**config.mk**
```make
export PLATFORM = sky130hd
export DESIGN_NAME = vending_controller
export DESIGN_NICKNAME = d
export VERILOG_FILES = /design/src/rtl/vm_pkg.sv /design/src/rtl/vm_change_unit.sv /design/src/rtl/vending_controller.sv
export SDC_FILE = /design/constraint.sdc
export NUM_CORES = 1
export LEC_CHECK = 0
export BUFFER_PORTS_ARGS = -buffer_cell sky130_fd_sc_hd__buf_2
export CAP_MARGIN = 20
export CORE_ASPECT_RATIO = 0.9
export CORE_MARGIN = 4
export CORE_UTILIZATION = 40
export CTS_CLUSTER_SIZE = 40
export DETAILED_ROUTE_END_ITERATION = 6
export GPL_ROUTABILITY_DRIVEN = 0
export SYNTH_ARGS = -nofsm -noshare
export SYNTH_HDL_FRONTEND = slang
export SYNTH_SLANG_ARGS = --single-unit
```
**constraint.sdc**
```tcl
create_clock -name i_clk -period 4.3 [get_ports i_clk]
set_clock_uncertainty 0.15 [all_clocks]
set_input_delay 0.43 -clock i_clk [delete_from_list [all_inputs] [get_ports i_clk]]
set_output_delay 0.43 -clock i_clk [all_outputs]
set_load 0.01 [all_outputs]
```
**src/rtl/vm_pkg.sv**
```systemverilog
// Shared definitions for the vending machine sequencing logic.
//   vm_state_e : FSM state encoding, also shown on the display port
//   COIN_100/COIN_500 : coin denominations in currency units
package vm_pkg;

    localparam int unsigned STATE_W = 2;

    typedef enum logic [STATE_W-1:0] {
        IDLE     = 2'd0,
        COLLECT  = 2'd1,
        DISPENSE = 2'd2,
        CHANGE   = 2'd3
    } vm_state_e;

    localparam int unsigned COIN_100 = 100;
    localparam int unsigned COIN_500 = 500;

endpackage

```
**src/rtl/vm_change_unit.sv**
```systemverilog
// Change payout sequencer: alternates pulse slots and gap cycles while the
// controller sits in CHANGE, paying the largest coin that fits the credit.
// Ports:
//   i_clk, i_rst    : clock, synchronous active-high reset
//   i_start         : controller enters CHANGE on this edge; arms the first slot
//   i_active        : controller is currently in CHANGE
//   i_credit        : credit value to pay out from (controller's register)
//   o_change500/100 : next-state payout strobes (registered by the controller)
//   o_done          : credit exhausted, controller may return to IDLE
//   o_credit        : credit after this cycle's payout
module vm_change_unit
    import vm_pkg::*;
#(
    parameter int unsigned CREDIT_W = 12
) (
    input  logic                i_clk,
    input  logic                i_rst,
    input  logic                i_start,
    input  logic                i_active,
    input  logic [CREDIT_W-1:0] i_credit,
    output logic                o_change500,
    output logic                o_change100,
    output logic                o_done,
    output logic [CREDIT_W-1:0] o_credit
);

    localparam logic [CREDIT_W-1:0] C500 = CREDIT_W'(COIN_500);
    localparam logic [CREDIT_W-1:0] C100 = CREDIT_W'(COIN_100);

    // High when the current CHANGE cycle is a pulse slot rather than a gap.
    logic r_slot;
    logic w_pay;

    always_ff @(posedge i_clk) begin
        if (i_rst) begin
            r_slot <= 1'b0;
        end else if (i_start) begin
            r_slot <= 1'b1;
        end else if (i_active) begin
            r_slot <= ~r_slot;
        end
    end

    always_comb begin
        w_pay       = i_active && r_slot && (i_credit != '0);
        o_change500 = w_pay && (i_credit >= C500);
        o_change100 = w_pay && (i_credit < C500);
        o_done      = i_active && (i_credit == '0);
        o_credit    = i_credit;
        if (o_change500) begin
            o_credit = i_credit - C500;
        end else if (o_change100) begin
            o_credit = i_credit - C100;
        end
    end

endmodule

```
**src/rtl/vending_controller.sv**
```systemverilog
// Vending machine sequencing FSM: accepts coins into a credit register,
// arbitrates simultaneous button pulses, times the dispense strobe and hands
// remaining credit to the change sequencer. All outputs are registered.
// Ports:
//   i_clk, i_rst          : clock, synchronous active-high reset
//   i_coin100/500_pulse   : single-cycle coin-inserted pulses
//   i_select_pulse        : single-cycle buy request
//   i_cancel_pulse        : single-cycle refund request
//   o_credit              : current credit
//   o_dispense            : product strobe, DISPENSE_CYCLES cycles per sale
//   o_change500/100       : one pulse per coin returned
//   o_coin_reject         : coin not accepted
//   o_short_funds         : select with insufficient credit
//   o_state               : FSM state (IDLE=0, COLLECT=1, DISPENSE=2, CHANGE=3)
module vending_controller
    import vm_pkg::*;
#(
    parameter int unsigned PRICE           = 700,
    parameter int unsigned MAX_CREDIT      = 2000,
    parameter int unsigned CREDIT_W        = 12,
    parameter int unsigned DISPENSE_CYCLES = 4
) (
    input  logic                i_clk,
    input  logic                i_rst,
    input  logic                i_coin100_pulse,
    input  logic                i_coin500_pulse,
    input  logic                i_select_pulse,
    input  logic                i_cancel_pulse,
    output logic [CREDIT_W-1:0] o_credit,
    output logic                o_dispense,
    output logic                o_change500,
    output logic                o_change100,
    output logic                o_coin_reject,
    output logic                o_short_funds,
    output logic [STATE_W-1:0]  o_state
);

    localparam int unsigned SUM_W = CREDIT_W + 1;
    localparam int unsigned CNT_W = (DISPENSE_CYCLES > 1) ? $clog2(DISPENSE_CYCLES) : 1;

    localparam logic [CREDIT_W-1:0] PRICE_C = CREDIT_W'(PRICE);
    localparam logic [SUM_W-1:0]    MAX_C   = SUM_W'(MAX_CREDIT);
    localparam logic [SUM_W-1:0]    C100_S  = SUM_W'(COIN_100);
    localparam logic [SUM_W-1:0]    C500_S  = SUM_W'(COIN_500);
    localparam logic [CNT_W-1:0]    CNT_INI = CNT_W'(DISPENSE_CYCLES - 1);

    vm_state_e           r_state, w_state_d;
    logic [CREDIT_W-1:0] r_credit, w_credit_d;
    logic [CNT_W-1:0]    r_cnt, w_cnt_d;
    logic                r_dispense, w_dispense_d;
    logic                r_change500, w_change500_d;
    logic                r_change100, w_change100_d;
    logic                r_reject, w_reject_d;
    logic                r_short, w_short_d;

    // Sums are one bit wider than the credit so an over-ceiling coin cannot wrap.
    logic [SUM_W-1:0]    w_sum100, w_sum500;
    logic                w_coin_any;

    logic                w_cu_start;
    logic                w_cu_500, w_cu_100, w_cu_done;
    logic [CREDIT_W-1:0] w_cu_credit;

    assign w_sum100   = {1'b0, r_credit} + C100_S;
    assign w_sum500   = {1'b0, r_credit} + C500_S;
    assign w_coin_any = i_coin100_pulse | i_coin500_pulse;
    assign w_cu_start = (w_state_d == CHANGE) && (r_state != CHANGE);

    vm_change_unit #(
        .CREDIT_W (CREDIT_W)
    ) u_change (
        .i_clk       (i_clk),
        .i_rst       (i_rst),
        .i_start     (w_cu_start),
        .i_active    (r_state == CHANGE),
        .i_credit    (r_credit),
        .o_change500 (w_cu_500),
        .o_change100 (w_cu_100),
        .o_done      (w_cu_done),
        .o_credit    (w_cu_credit)
    );

    always_ff @(posedge i_clk) begin
        if (i_rst) begin
            r_state     <= IDLE;
            r_credit    <= '0;
            r_cnt       <= '0;
            r_dispense  <= 1'b0;
            r_change500 <= 1'b0;
            r_change100 <= 1'b0;
            r_reject    <= 1'b0;
            r_short     <= 1'b0;
        end else begin
            r_state     <= w_state_d;
            r_credit    <= w_credit_d;
            r_cnt       <= w_cnt_d;
            r_dispense  <= w_dispense_d;
            r_change500 <= w_change500_d;
            r_change100 <= w_change100_d;
            r_reject    <= w_reject_d;
            r_short     <= w_short_d;
        end
    end

    always_comb begin
        w_state_d     = r_state;
        w_credit_d    = r_credit;
        w_cnt_d       = r_cnt;
        w_dispense_d  = 1'b0;
        w_change500_d = 1'b0;
        w_change100_d = 1'b0;
        w_reject_d    = 1'b0;
        w_short_d     = 1'b0;

        unique case (r_state)
            IDLE, COLLECT: begin
                // One event per cycle: cancel > select > coin500 > coin100.
                if (i_cancel_pulse) begin
                    w_reject_d = w_coin_any;
                    if (r_credit != '0) begin
                        w_state_d = CHANGE;
                    end
                end else if (i_select_pulse) begin
                    w_reject_d = w_coin_any;
                    if (r_credit >= PRICE_C) begin
                        w_credit_d   = r_credit - PRICE_C;
                        w_state_d    = DISPENSE;
                        w_dispense_d = 1'b1;
                        w_cnt_d      = CNT_INI;
                    end else begin
                        w_short_d = 1'b1;
                    end
                end else if (i_coin500_pulse) begin
                    w_reject_d = i_coin100_pulse;
                    if (w_sum500 <= MAX_C) begin
                        w_credit_d = w_sum500[CREDIT_W-1:0];
                        w_state_d  = COLLECT;
                    end else begin
                        w_reject_d = 1'b1;
                    end
                end else if (i_coin100_pulse) begin
                    if (w_sum100 <= MAX_C) begin
                        w_credit_d = w_sum100[CREDIT_W-1:0];
                        w_state_d  = COLLECT;
                    end else begin
                        w_reject_d = 1'b1;
                    end
                end
            end

            DISPENSE: begin
                w_reject_d = w_coin_any;
                if (r_cnt == '0) begin
                    w_state_d = (r_credit != '0) ? CHANGE : IDLE;
                end else begin
                    w_cnt_d      = r_cnt - 1'b1;
                    w_dispense_d = 1'b1;
                end
            end

            CHANGE: begin
                w_reject_d    = w_coin_any;
                w_credit_d    = w_cu_credit;
                w_change500_d = w_cu_500;
                w_change100_d = w_cu_100;
                if (w_cu_done) begin
                    w_state_d = IDLE;
                end
            end
        endcase
    end

    assign o_credit      = r_credit;
    assign o_dispense    = r_dispense;
    assign o_change500   = r_change500;
    assign o_change100   = r_change100;
    assign o_coin_reject = r_reject;
    assign o_short_funds = r_short;
    assign o_state       = r_state;

endmodule

```
After elaboration in Yosys (flattened, before gate mapping)
Index checks and enable logic that the tools add are counted.
Widths: inputs -> output; s select.
{"block": "totals", "register_bits": 22, "input_bits": 6, "output_inout_bits": 19, "word_cells": 100}
{"block": "classes", "addsub": 6, "order_cmp": 5, "eq_ne": 14, "n_mux": 42, "bitwise": 5, "n_reduce_logical": 19}
{"cell": "$mux 12", "count": 9}
{"cell": "$mux 2", "count": 15}
{"cell": "$le 13x11->1 const B", "count": 2}
{"cell": "$pmux 12 s2", "count": 1}
{"cell": "$add 12x7->13 const B", "count": 1}
{"cell": "$add 12x9->13 const B", "count": 1}
{"cell": "$mux 1", "count": 13}
{"cell": "$ge 12x10->1 const B", "count": 1}
{"cell": "$ge 12x9->1 const B", "count": 1}
{"cell": "$logic_not 12->1", "count": 1}
{"cell": "$lt 12x9->1 const B", "count": 1}
{"cell": "$ne 4x4->1 const B", "count": 3}
{"cell": "$reduce_bool 12->1", "count": 1}
{"cell": "$sub 12x10->12 const B", "count": 1}
{"cell": "$sub 12x7->12 const B", "count": 1}
{"cell": "$sub 12x9->12 const B", "count": 1}
{"cell": "$ne 2x2->1 const B", "count": 5}
{"cell": "$reduce_and 7->1", "count": 1}
{"cell": "$eq 2x2->1 const B", "count": 3}
{"cell": "$logic_and 1x1->1", "count": 6}
{"cell": "$ne 3x3->1 const B", "count": 2}
{"cell": "$pmux 2 s3", "count": 1}
{"cell": "$reduce_bool 2->1", "count": 3}
{"cell": "$reduce_or 2->1", "count": 3}
{"cell": "other kinds (9)", "count": 14}

Logic depth before layout (Yosys ltp)
Gate-level depths: netlist of run 1.
{"block": "depth", "depth_word": 11, "depth_mapped": 10, "depth_no_buf": 9}

Hierarchy
From an unflattened synthesis of run 1, not the netlist that was laid out.
{"block": "hier_totals", "hier_cells": 283, "area_unflattened_um2": 2123.3}
{"mod": "vending_controller", "instances": 1, "cells_per_inst": 208, "area_per_inst_um2": 1634.1, "seq_area_each_um2": 420.4}
{"mod": "vm_change_unit", "instances": 1, "cells_per_inst": 75, "area_per_inst_um2": 489.2, "seq_area_each_um2": 20.0}

Least setup slack after synthesis of run 1
OpenSTA, ideal clock, no wires.
{"block": "synth_path", "kind": "reg2reg", "from": "reg r_credit[2], in the netlist o_credit[2]", "to": "reg r_credit[8], in the netlist o_credit[8]", "setup_ns": 0.121, "arrival_ns": 2.668, "required_time_ns": 4.029, "slack_ns": 1.361, "path_stages_with_launch": 11, "path_buffers": 2, "synth_period_minus_slack_ns": 2.939, "path_cell_list": "dfxtp_1 > buf_4 > inv_1 > ha_1 > clkbuf_1 > a2111oi_2 > o21ai_1 > nor4b_1 > o21ai_0 > a211oi_1 > mux2_2"}
{"block": "synth_via", "elab_chain_len": 7, "word_cells_on_any_way": 29, "classes_between": "add/sub: 5; order compare: 5; eq/ne: 4; mux: 10; reduce/logical: 5"}
{"item": "start: declaration", "line_no": "vending_controller.sv:48", "text": "logic [CREDIT_W-1:0] r_credit, w_credit_d;"}
{"item": "start signal: assignment", "line_no": "vending_controller.sv:95", "text": "r_credit <= w_credit_d;"}
{"item": "parallel branches: the longest is 7 deep, another holds $add 12x9->13"}
Several ways; the timed one is not identified. The select of a mux whose other input is x is not followed.
A chain may end at the register's enable or synchronous reset.

Worst setup path in the final report of run 1
{"block": "layout_path", "from": "reg r_credit[2], in the netlist o_credit[2]", "to": "reg r_credit[9], in the netlist o_credit[9]"}
Same word-level chain as after synthesis.

==> results of run 1 <==
per-layer routing:
layer | track usage | wire (um) | vias up
met1 | 0.308 | 2810 | 1033
met2 | 0.288 | 2600 | 108
met5 | 0 | 0 | -
met3 | 0.0443 | 486 | 17
li1 | - | - | 1030
met4 | 0.0664 | 117 | 0
cell usage in the layout, fill, tap and decap left out, drive strengths merged, types with 3 or more instances in the layout:
master / synthesis / layout
nor3: 9 / 9
nor2: 21 / 21
dfxtp: 20 / 20
o211ai: 4 / 4
o31ai: 8 / 8
buf: 14 / 24
a21o: 3 / 3
nand2: 20 / 20
a2bb2oi: 3 / 3
nor2b: 5 / 5
ha: 4 / 4
a211oi: 9 / 9
nor4: 4 / 4
inv: 9 / 9
or4: 5 / 5
clkbuf: 16 / 3
a31oi: 5 / 5
and3: 6 / 6
nor3b: 4 / 4
xnor2: 3 / 3
o21ai: 17 / 17
nand3: 7 / 7
a21oi: 24 / 24
a211o: 3 / 3
nand4b: 3 / 3
report_power, final:
group / leakage [nW] / switching, W / internal [W] / total (W)
Clock: 0.0357 / 0.0000674 / 0.000125 / 0.000192
Combinational: 0.600 / 0.000257 / 0.000194 / 0.000451
Sequential: 0.164 / 0.000107 / 0.000219 / 0.000326
worst max path at each step:
stage | startpoint | endpoint | slack [ns]
after floorplan | o_credit[2]$_SDFFE_PP0P_ | o_credit[8]$_SDFFE_PP0P_ | 1.36
after global placement | o_credit[3]$_SDFFE_PP0P_ | o_credit[8]$_SDFFE_PP0P_ | 0.91
after detailed placement | o_credit[2]$_SDFFE_PP0P_ | o_credit[9]$_SDFFE_PP0P_ | 0.82
after CTS | o_credit[2]$_SDFFE_PP0P_ | o_credit[9]$_SDFFE_PP0P_ | 0.79
after global routing | o_credit[2]$_SDFFE_PP0P_ | o_credit[8]$_SDFFE_PP0P_ | 0.51
final | o_credit[2]$_SDFFE_PP0P_ | o_credit[9]$_SDFFE_PP0P_ | 0.74
flip-flops by register name, indices dropped and copies added, names as in the netlist:
name,cells
o_credit,10
o_state,2
r_cnt,2
o_change100,1
o_change500,1
o_coin_reject,1
o_dispense,1
o_short_funds,1
u_change.r_slot,1
cells in the mapped netlist (all sizes together), types with 3 or more instances:
master   number  area (sq um)
o211ai        4          30.0
o21ai        17          88.8
a211oi        9          67.6
a21oi        24           120
or4           5          37.5
nand3         7          35.0
nor2b         5          31.3
nor3          9          45.0
xnor2         3          26.3
and3          6          37.5
inv           9          33.8
o31ai         8          60.1
nor4          4          25.0
a21o          3          22.5
dfxtp        20           400
clkbuf       16          61.3
buf          14          97.6
a211o         3          26.3
nand4b        3          26.3
nor3b         4          30.0
a31oi         5          31.3
nor2         21          86.3
a2bb2oi       3          26.3
nand2        20          75.1
ha            4          50.1
cell families (layout without fill, tap and decap cells):
group	count (synthesis)	in the layout
AOI/OAI and AO/OA	105	105
and+or+nand+nor	97	97
buffers and inverters	39	37
DFF	20	20
adders and majority gates	6	6
xor gates and xnor gates	3	3
muxes	3	3
other	1	2
cell type report:
type	instances	area share
tap	65	0.0384
clock inverter	1	0.0142
inverter	9	0.0160
timing repair buffer	24	0.0591
clock buffer	3	0.0195
multi-input combinational	216	0.664
sequential	20	0.189
metrics by stage:
step | cell area (sq um) | worst slack, ns
finish | 2120 | 0.740
global placement | 2040 | 0.912
floorplan | 2000 | 1.36
detailed placement | 2040 | 0.821
CTS | 2120 | 0.793
global route | 2120 | 0.508
worst reg2reg max path, stage by stage (launching register included):
cell and delay (ns):
dfxtp_1 0.71, ha_1 0.57, a21boi_1 0.37, a22o_1 0.19, o21bai_1 0.09, a31o_2 0.28
and3_1 0.35, a211oi_1 0.36, mux2_2 0.37
==> results.sh, run 1 <==
export IMPL_grt_pass1_wl_um=9830
export IMPL_fill_cells=488
export IMPL_outcome="finished clean"
export IMPL_rsz0062_at_grt="no"
export IMPL_track_usage=0.206
export IMPL_setup_viol=0
export IMPL_rows=24
export IMPL_die_w_um=82.4
export IMPL_critPathMaxFanout=17
export IMPL_ys_warn_count=0
export IMPL_dp_cells=334
export IMPL_power_w=0.000969
export IMPL_cts_buffers=3
export IMPL_h_tree_depth=1
export IMPL_avgViaCountPerCell=6.47
export IMPL_critical_path_buf_inv_count=0
export IMPL_synthFlopType="dfxtp_1"
export IMPL_ys_ff_latch=20
export IMPL_worst_path_max_delay_cell="dfxtp_1"
export IMPL_p_leak_nw=0.799
export IMPL_cts_tree="built"
export IMPL_r2r_start="o_credit[2]$_SDFFE_PP0P_"
export IMPL_path_cells="ha_1, a21boi_1, a22o_1, o21bai_1, a31o_2, and3_1, a211oi_1, mux2_2"
export IMPL_drt_pass1_iter_count=5
export IMPL_reg2regPathDepth=8
export IMPL_cp_top_family="compound AO/OA/AOI/OAI gates"
export IMPL_crit_arrival_ns=3.58
export IMPL_finalCritPeriodShare=0.828
export IMPL_vias=2188
export IMPL_hold_viol=0
export IMPL_io_buffers=22
export IMPL_grt_max_degree=23
export IMPL_synth_xor_xnor_area_share=0.0132
export IMPL_synthArstFlopShare=0
export IMPL_drive_gt1_frac=0.147
export IMPL_peakVddDrop_mv=0.151
export IMPL_yosys_area_share_adder=0.0352
export IMPL_ios=25
export IMPL_finalNetCount=284
export IMPL_hold_path_depth=1
export IMPL_clockBufferDepth=2
export IMPL_ant_nets=0
export IMPL_die_area_sq_mm=0.00618
export IMPL_clock_sinks=20
export IMPL_antenna_found_initial=0
export IMPL_synthSimpleGateAreaFrac=0.261
export IMPL_dp_hpwl_um=4260
export IMPL_grt_pass1_vias=1895
export IMPL_crit_path_end_kind="flip-flop"
export IMPL_max_freq_ghz=0.281
export IMPL_diodes=0
export IMPL_synth_edf_count=0
export IMPL_cp_required_ns=4.32
export IMPL_core_area_sq_mm=0.00483
export IMPL_hold_buffers=0
export IMPL_max_slew_margin_rel=0.461
export IMPL_synth_cell_types=67
export IMPL_min_period_ns=3.56
export IMPL_fin_setup_tns_ns=0
export IMPL_synth_compound_area_frac=0.375
export IMPL_hold_end="r_cnt[0]$_SDFFE_PP0P_"
export IMPL_slowest_delay_ns=0.71
export IMPL_post_route_util=0.438
export IMPL_drtIter0Drc=235
export IMPL_hold_class="flip-flop to flip-flop"
export IMPL_hold_ws_ns=0.328
export IMPL_multiInputGateArea_sq_mm=0.00140
export IMPL_cts_repair_resized=0
export IMPL_syn2layout_area_growth_pct=6.15
export IMPL_overflow=0
export IMPL_path_class="flip-flop to flip-flop"
export IMPL_start_util=0.412
export IMPL_rrSetupSlack_ns=0.74
export IMPL_ys_seq_area_frac=0.201
export IMPL_cts_root_buf="clkbuf_8"
export IMPL_slew_violations=0
export IMPL_start_kind="flip-flop"
export IMPL_synth_area_mux_share=0.0163
export IMPL_register_area_sq_um=400
export IMPL_post_cts_buffers=0
export IMPL_tightest_slew_ns=0.807
export IMPL_syn_instance_count=274
export IMPL_reg2reg_to="o_credit[9]$_SDFFE_PP0P_"
export IMPL_cp_depth=8
export IMPL_maxCapViolations=0
export IMPL_dieHeight_um=75.0
export IMPL_powerDensity_mw_per_mm2=458
export IMPL_netlist_area_sq_mm=0.00199
export IMPL_stdcell_count=338
export IMPL_syn_avg_cell_area_sq_um=7.27
export IMPL_synth_top_family_by_area="compound AO/OA/AOI/OAI gates"
export IMPL_post_drt_wl_per_cell_um=17.8
export IMPL_clkLatencyLatePin_ns=0.27
export IMPL_hold_start="r_cnt[0]$_SDFFE_PP0P_"
export IMPL_path_clk_slew_ns=0.08
export IMPL_totalWireLength_um=6010
export IMPL_drc=0
Power figures use the tool's default switching activity.
==> run 2: changes to the inputs <==
Settings changed: ABC_AREA set to 1.
Clock period 4.3 ns to 3.5 ns, I/O delays scaled along.
==> run 2 against run 1 <==
- sequential power grew 28%
- total power grew 77%
- via count is 12% higher
- sequential cell count unchanged
- non-clock buffer count unchanged
- sequential share of layout area down 1.9 points
- routed wire length rose by 11%
- register-to-register slack got worse by 0.05 ns
==> results.sh, run 2 <==
export IMPL_cpMostUsedCell="nand2_1"
export IMPL_crit_path_end_kind="flip-flop"
export IMPL_rows=25
export IMPL_dp_hpwl_um=5180
export IMPL_drtIter0Drc=252
export IMPL_internal_power_w=0.000811
export IMPL_finalCritPeriodShare=0.802
export IMPL_synthArstFlopShare=0
export IMPL_critical_path_buf_inv_count=1
export IMPL_hold_start="i_rst"
export IMPL_start_util=0.414
export IMPL_start_kind="flip-flop"
export IMPL_clock_sinks=20
export IMPL_synthTopCellsByCount="nand2_1, nor2_1, nand3_1"
export IMPL_ys_seq_area_frac=0.184
export IMPL_path_cells="inv_1, nand2_1, nor2_1, nand2_1, nand2_1, nand2_1, nor2_1, nand2_1, nand2_1, nand2_1, nand2_1, nand2_2, nand2_2, o21ai_0, nor2_1"
export IMPL_crit_arrival_ns=2.82
export IMPL_track_usage=0.204
export IMPL_h_tree_depth=1
export IMPL_die_area_sq_mm=0.00669
export IMPL_reg2regPathDepth=15
export IMPL_ant_nets=0
export IMPL_grt_pass1_wl_um=11100
export IMPL_synth_edf_count=0
export IMPL_clkLatencyLatePin_ns=0.26
export IMPL_post_cts_buffers=0
export IMPL_fill_cells=584
export IMPL_swShare=0.528
export IMPL_ys_warn_count=0
export IMPL_p_clk_frac=0.139
export IMPL_netlist_area_leader_share=0.223
export IMPL_max_freq_ghz=0.356
export IMPL_critPathMaxFanout=13
export IMPL_p_comb_frac=0.618
export IMPL_most_common_layout_cells="nand2_1, nor2_1, nand3_1"
export IMPL_hold_path_depth=2
export IMPL_fin_setup_tns_ns=0
export IMPL_slew_violations=0
export IMPL_syn_avg_cell_area_sq_um=5.65
export IMPL_cts_buffers=3
export IMPL_multiInputGateArea_sq_mm=0.00154
export IMPL_drive_gt1_frac=0.113
export IMPL_pre_cts_slack_ns=0.809
export IMPL_vias=2458
export IMPL_cts_repair_resized=0
export IMPL_ios=25
export IMPL_avgViaCountPerCell=5.30
export IMPL_cp_top_family="simple AND/OR/NAND/NOR gates"
export IMPL_netlist_area_sq_mm=0.00218
export IMPL_cp_required_ns=3.51
export IMPL_min_period_ns=2.81
export IMPL_slowest_delay_ns=0.72
export IMPL_synth_cell_types=37
export IMPL_hold_viol=0
export IMPL_setup_viol=0
export IMPL_met2_usage=0.325
export IMPL_io_buffers=22
export IMPL_yosysTopAreaCell="nand2_1"
export IMPL_register_area_sq_um=400
export IMPL_powerDensity_mw_per_mm2=731
export IMPL_synth_most_common_cell="nand2_1"
export IMPL_max_slew_margin_rel=0.567
export IMPL_drc=0
export IMPL_diodes=0
export IMPL_grt_pass1_vias=2299
export IMPL_clockBufferDepth=2
export IMPL_tightest_slew_ns=0.648
export IMPL_netlist_top_cells_area="nand2_1, dfxtp_1, nand3_1"
export IMPL_peakVddDrop_mv=0.333
export IMPL_cts_root_buf="clkbuf_8"
export IMPL_rrSetupSlack_ns=0.69
export IMPL_hold_class="input port to flip-flop"
export IMPL_startpoint="o_credit[7]$_SDFFE_PP0P_"
export IMPL_cts_tree="built"
export IMPL_p_leak_nw=1.23
export IMPL_hold_end="o_state[0]$_SDFF_PP0_"
export IMPL_synthFlopType="dfxtp_1"
export IMPL_path_class="flip-flop to flip-flop"
export IMPL_met1_usage=0.290
export IMPL_totalWireLength_um=6660
export IMPL_core_area_sq_mm=0.00526
export IMPL_hold_buffers=0
export IMPL_die_w_um=85.7
export IMPL_path_clk_slew_ns=0.08
export IMPL_reg2reg_to="o_credit[7]$_SDFFE_PP0P_"
export IMPL_p_sw_w=0.000908
export IMPL_worst_path_max_delay_cell="dfxtp_1"
export IMPL_post_drt_wl_per_cell_um=14.3
export IMPL_syn_instance_count=385
export IMPL_seqPwrFrac=0.243
export IMPL_finalNetCount=408
export IMPL_final_common_cell="nand2_1"
export IMPL_r2r_start="o_credit[7]$_SDFFE_PP0P_"
export IMPL_maxCapViolations=0
export IMPL_rsz0062_at_grt="no"
export IMPL_dieHeight_um=78.0
export IMPL_grt_use_met3=0.0361
export IMPL_grt_max_degree=16
export IMPL_fin_ws_ns=0.692
export IMPL_ys_ff_latch=20
export IMPL_outcome="finished clean"
export IMPL_antenna_found_initial=0
export IMPL_overflow=0
export IMPL_largest_reg_flops=10
export IMPL_syn2layout_area_growth_pct=8.05
export IMPL_busiest_layer="met2"
export IMPL_drt_pass1_iter_count=4
## run 2: cell count changes in the layout (fill, tap and decap cells not counted), moves of 6 or more
cell	delta
nand3_1	+36
and3_1	-6
o31ai_1	-8
a21oi_1	-8
xor2_1	+16
inv_1	+23
nor2_1	+29
a211oi_1	-8
nand2_1	+109
## run 2: layer usage
metal  up-vias  part of all wire  wire, um
met1      1103              0.48      3200
met2        92              0.45      2980
met3         8             0.064       429
met5         -                 0         0
met4         0            0.0083        55
li1       1255                 -         -
## run 2: per-stage QoR
stage / hold slack [ns] / utilization / area [sq um] / total power (W) / instances
after floorplan: 0.313 / - / 2180 / 0.00122 / 386
after global placement: 0.329 / 0.434 / 2280 / 0.00147 / 460
after detailed placement: 0.330 / 0.434 / 2280 / 0.00146 / 460
after CTS: 0.222 / 0.447 / 2350 / 0.00170 / 464
after global routing: 0.240 / 0.447 / 2350 / 0.00188 / 464
final: 0.226 / 0.447 / 2350 / 0.00172 / 464
## run 2: logic make-up (layout without fill, tap and decap cells)
kind of cell | after synthesis | in the layout | share of synthesized area
other | 1 | 2 | 0.00172
buffers and inverters | 52 | 63 | 0.110
AO/OA/AOI/OAI | 43 | 43 | 0.116
AND/OR/NAND/NOR | 247 | 247 | 0.492
adder cells (fa/ha/maj) | 4 | 4 | 0.0230
XOR/XNOR | 18 | 18 | 0.0725
flip-flops | 20 | 20 | 0.184
## run 2: power groups by stage
stage	clock (W)	sequential (W)	combinational [W]
floorplan	0	0.000361	0.000859
global placement	0	0.000415	0.00105
detailed placement	0	0.000417	0.00104
CTS	0.000241	0.000412	0.00105
global route	0.000250	0.000429	0.00120
finish	0.000239	0.000417	0.00106
## run 2: cell type report
class	count	share of cell area
sequential	20	0.170
inverter	35	0.0559
clock inverter	1	0.0128
multi-input combinational	314	0.655
clock buffer	3	0.0176
timing repair buffer	24	0.0532
tap	67	0.0357
## run 2: worst max-delay path by stage
| stage | cells after the start | endpoint |
|---|---|---|
| 2_1_floorplan | 14 | o_credit[7]$_SDFFE_PP0P_ |
| 3_3_place_gp | 13 | o_credit[7]$_SDFFE_PP0P_ |
| 3_5_place_dp | 15 | o_credit[7]$_SDFFE_PP0P_ |
| 4_1_cts | 15 | o_credit[7]$_SDFFE_PP0P_ |
| 5_1_grt | 15 | o_credit[7]$_SDFFE_PP0P_ |
| 6_report | 15 | o_credit[7]$_SDFFE_PP0P_ |
==> run 3: changes to the inputs <==
Clock period 3.5 ns to 2.9 ns, I/O delays scaled along.
==> run 3 against run 2 <==
- setup slack worse by 0.37 ns
- sequential power up 16%
- fmax up 8.8%
- critical path type unchanged
- critical endpoint is now o_credit[2]$_SDFFE_PP0P_
==> results.sh, run 3 (synthesis results as in run 2) <==
export IMPL_reg2reg_to="o_credit[2]$_SDFFE_PP0P_"
export IMPL_track_usage=0.208
export IMPL_dieHeight_um=78.0
export IMPL_hold_class="input port to flip-flop"
export IMPL_hold_buffers=0
export IMPL_cts_tree="built"
export IMPL_min_period_ns=2.58
export IMPL_critPathMaxFanout=11
export IMPL_cts_root_buf="clkbuf_8"
export IMPL_drtIter0Drc=250
export IMPL_clockBufferDepth=2
export IMPL_dp_hpwl_um=5350
export IMPL_antenna_found_initial=0
export IMPL_peakVddDrop_mv=0.468
export IMPL_grt_max_degree=15
export IMPL_clock_sinks=20
export IMPL_powerDensity_mw_per_mm2=886
export IMPL_clkLatencyLatePin_ns=0.26
export IMPL_overflow=0
export IMPL_ios=25
export IMPL_drt_pass1_iter_count=6
export IMPL_final_common_cell="nand2_1"
export IMPL_syn2layout_area_growth_pct=10.5
export IMPL_drive_gt1_frac=0.131
export IMPL_slew_violations=0
export IMPL_cp_required_ns=2.93
export IMPL_start_kind="flip-flop"
export IMPL_crit_arrival_ns=2.62
export IMPL_maxCapViolations=0
export IMPL_io_buffers=22
export IMPL_rsz0062_at_grt="no"
export IMPL_pre_cts_slack_ns=0.313
export IMPL_hold_path_depth=2
export IMPL_drc=0
export IMPL_post_drt_wl_per_cell_um=14.5
export IMPL_rrSetupSlack_ns=0.32
export IMPL_path_clk_slew_ns=0.08
export IMPL_most_common_layout_cells="nand2_1, nor2_1, nand3_1"
export IMPL_die_w_um=85.7
export IMPL_r2r_start="o_credit[7]$_SDFFE_PP0P_"
export IMPL_tightest_slew_ns=0.621
export IMPL_hold_end="o_state[0]$_SDFF_PP0_"
export IMPL_post_cts_buffers=0
export IMPL_hold_start="i_rst"
export IMPL_max_slew_margin_rel=0.585
export IMPL_start_util=0.414
export IMPL_core_area_sq_mm=0.00526
export IMPL_max_freq_ghz=0.387
export IMPL_finalCritPeriodShare=0.890
export IMPL_cts_buffers=3
export IMPL_cts_repair_resized=0
export IMPL_path_class="flip-flop to flip-flop"
export IMPL_crit_path_end_kind="flip-flop"
export IMPL_grt_pass1_wl_um=11100
export IMPL_hold_ws_ns=0.166
export IMPL_p_leak_nw=1.27
export IMPL_vias=2568
export IMPL_h_tree_depth=1
export IMPL_setup_viol=0
export IMPL_rows=25
export IMPL_outcome="finished clean"
export IMPL_avgViaCountPerCell=5.45
export IMPL_hold_viol=0
export IMPL_stdcell_count=471
export IMPL_reg2regPathDepth=15
export IMPL_diodes=0
export IMPL_dp_cells=467
export IMPL_largest_reg_flops=10
export IMPL_fin_ws_ns=0.319
export IMPL_fin_setup_tns_ns=0
export IMPL_ant_nets=0
export IMPL_grt_pass1_vias=2271
export IMPL_finalNetCount=415
export IMPL_totalWireLength_um=6850
export IMPL_die_area_sq_mm=0.00669
## run 3: cell count changes in the layout (fill, tap and decap cells not counted), sizes merged
cell / before / now
buf: 24 / 31
## run 3: cell type report
| cell class | count | area (sq um) |
|---|---|---|
| multi-input cells | 314 | 1540 |
| inverters | 35 | 131 |
| well taps | 67 | 83.8 |
| clock buffers | 3 | 41.3 |
| fillers | 581 | 2850 |
| clock inverters | 1 | 30.0 |
| repair buffers | 31 | 178 |
| flip-flops and latches | 20 | 402 |
## run 3: metal layers
| layer | GRT usage | part of all wire | up-vias |
|---|---|---|---|
| met2 | 0.318 | 0.42 | 125 |
| li1 | - | - | 1279 |
| met3 | 0.0350 | 0.090 | 18 |
| met5 | 0 | 0 | - |
| met1 | 0.297 | 0.46 | 1146 |
| met4 | 0.0633 | 0.024 | 0 |
## run 3: stage by stage
| stage | instance area [sq um] | total power, W | util |
|---|---|---|---|
| after floorplan | 2180 | 0.00147 | - |
| after global placement | 2330 | 0.00182 | 0.444 |
| after detailed placement | 2330 | 0.00181 | 0.444 |
| after CTS | 2400 | 0.00211 | 0.457 |
| after global routing | 2400 | 0.00232 | 0.458 |
| final | 2400 | 0.00213 | 0.458 |
## run 3: critical path, cell delays in order (launching register included)
cell,delay [ns]
dfxtp_1,0.40
inv_1,0.24
nand2_1,0.24
nor2_1,0.26
nand2_1,0.11
nand2_1,0.09
nand2_1,0.06
nor2_1,0.10
nand2_1,0.06
nand2_1,0.06
nand2_1,0.08
nand2_1,0.08
nand2_2,0.14
nand2_2,0.22
nand2_1,0.07
a21oi_1,0.14
## run 3: power by group
part	internal [W]	switching [W]	total (W)
Sequential	0.000344	0.000137	0.000482
Clock	0.000184	0.0000977	0.000282
Combinational	0.000483	0.000883	0.00137
Total	0.00101	0.00112	0.00213
## run 3: how the worst max path moves through the flow
stage	start	to	slack, ns	depth (start not counted)
after global placement	o_credit[2]$_SDFFE_PP0P_	o_credit[2]$_SDFFE_PP0P_	0.35	15
after detailed placement	o_credit[2]$_SDFFE_PP0P_	o_credit[7]$_SDFFE_PP0P_	0.31	14
after floorplan	o_credit[2]$_SDFFE_PP0P_	o_credit[7]$_SDFFE_PP0P_	0.80	14
after global routing	o_credit[7]$_SDFFE_PP0P_	o_credit[7]$_SDFFE_PP0P_	0.06	13
final	o_credit[7]$_SDFFE_PP0P_	o_credit[2]$_SDFFE_PP0P_	0.32	15
after CTS	o_credit[2]$_SDFFE_PP0P_	o_credit[7]$_SDFFE_PP0P_	0.31	14
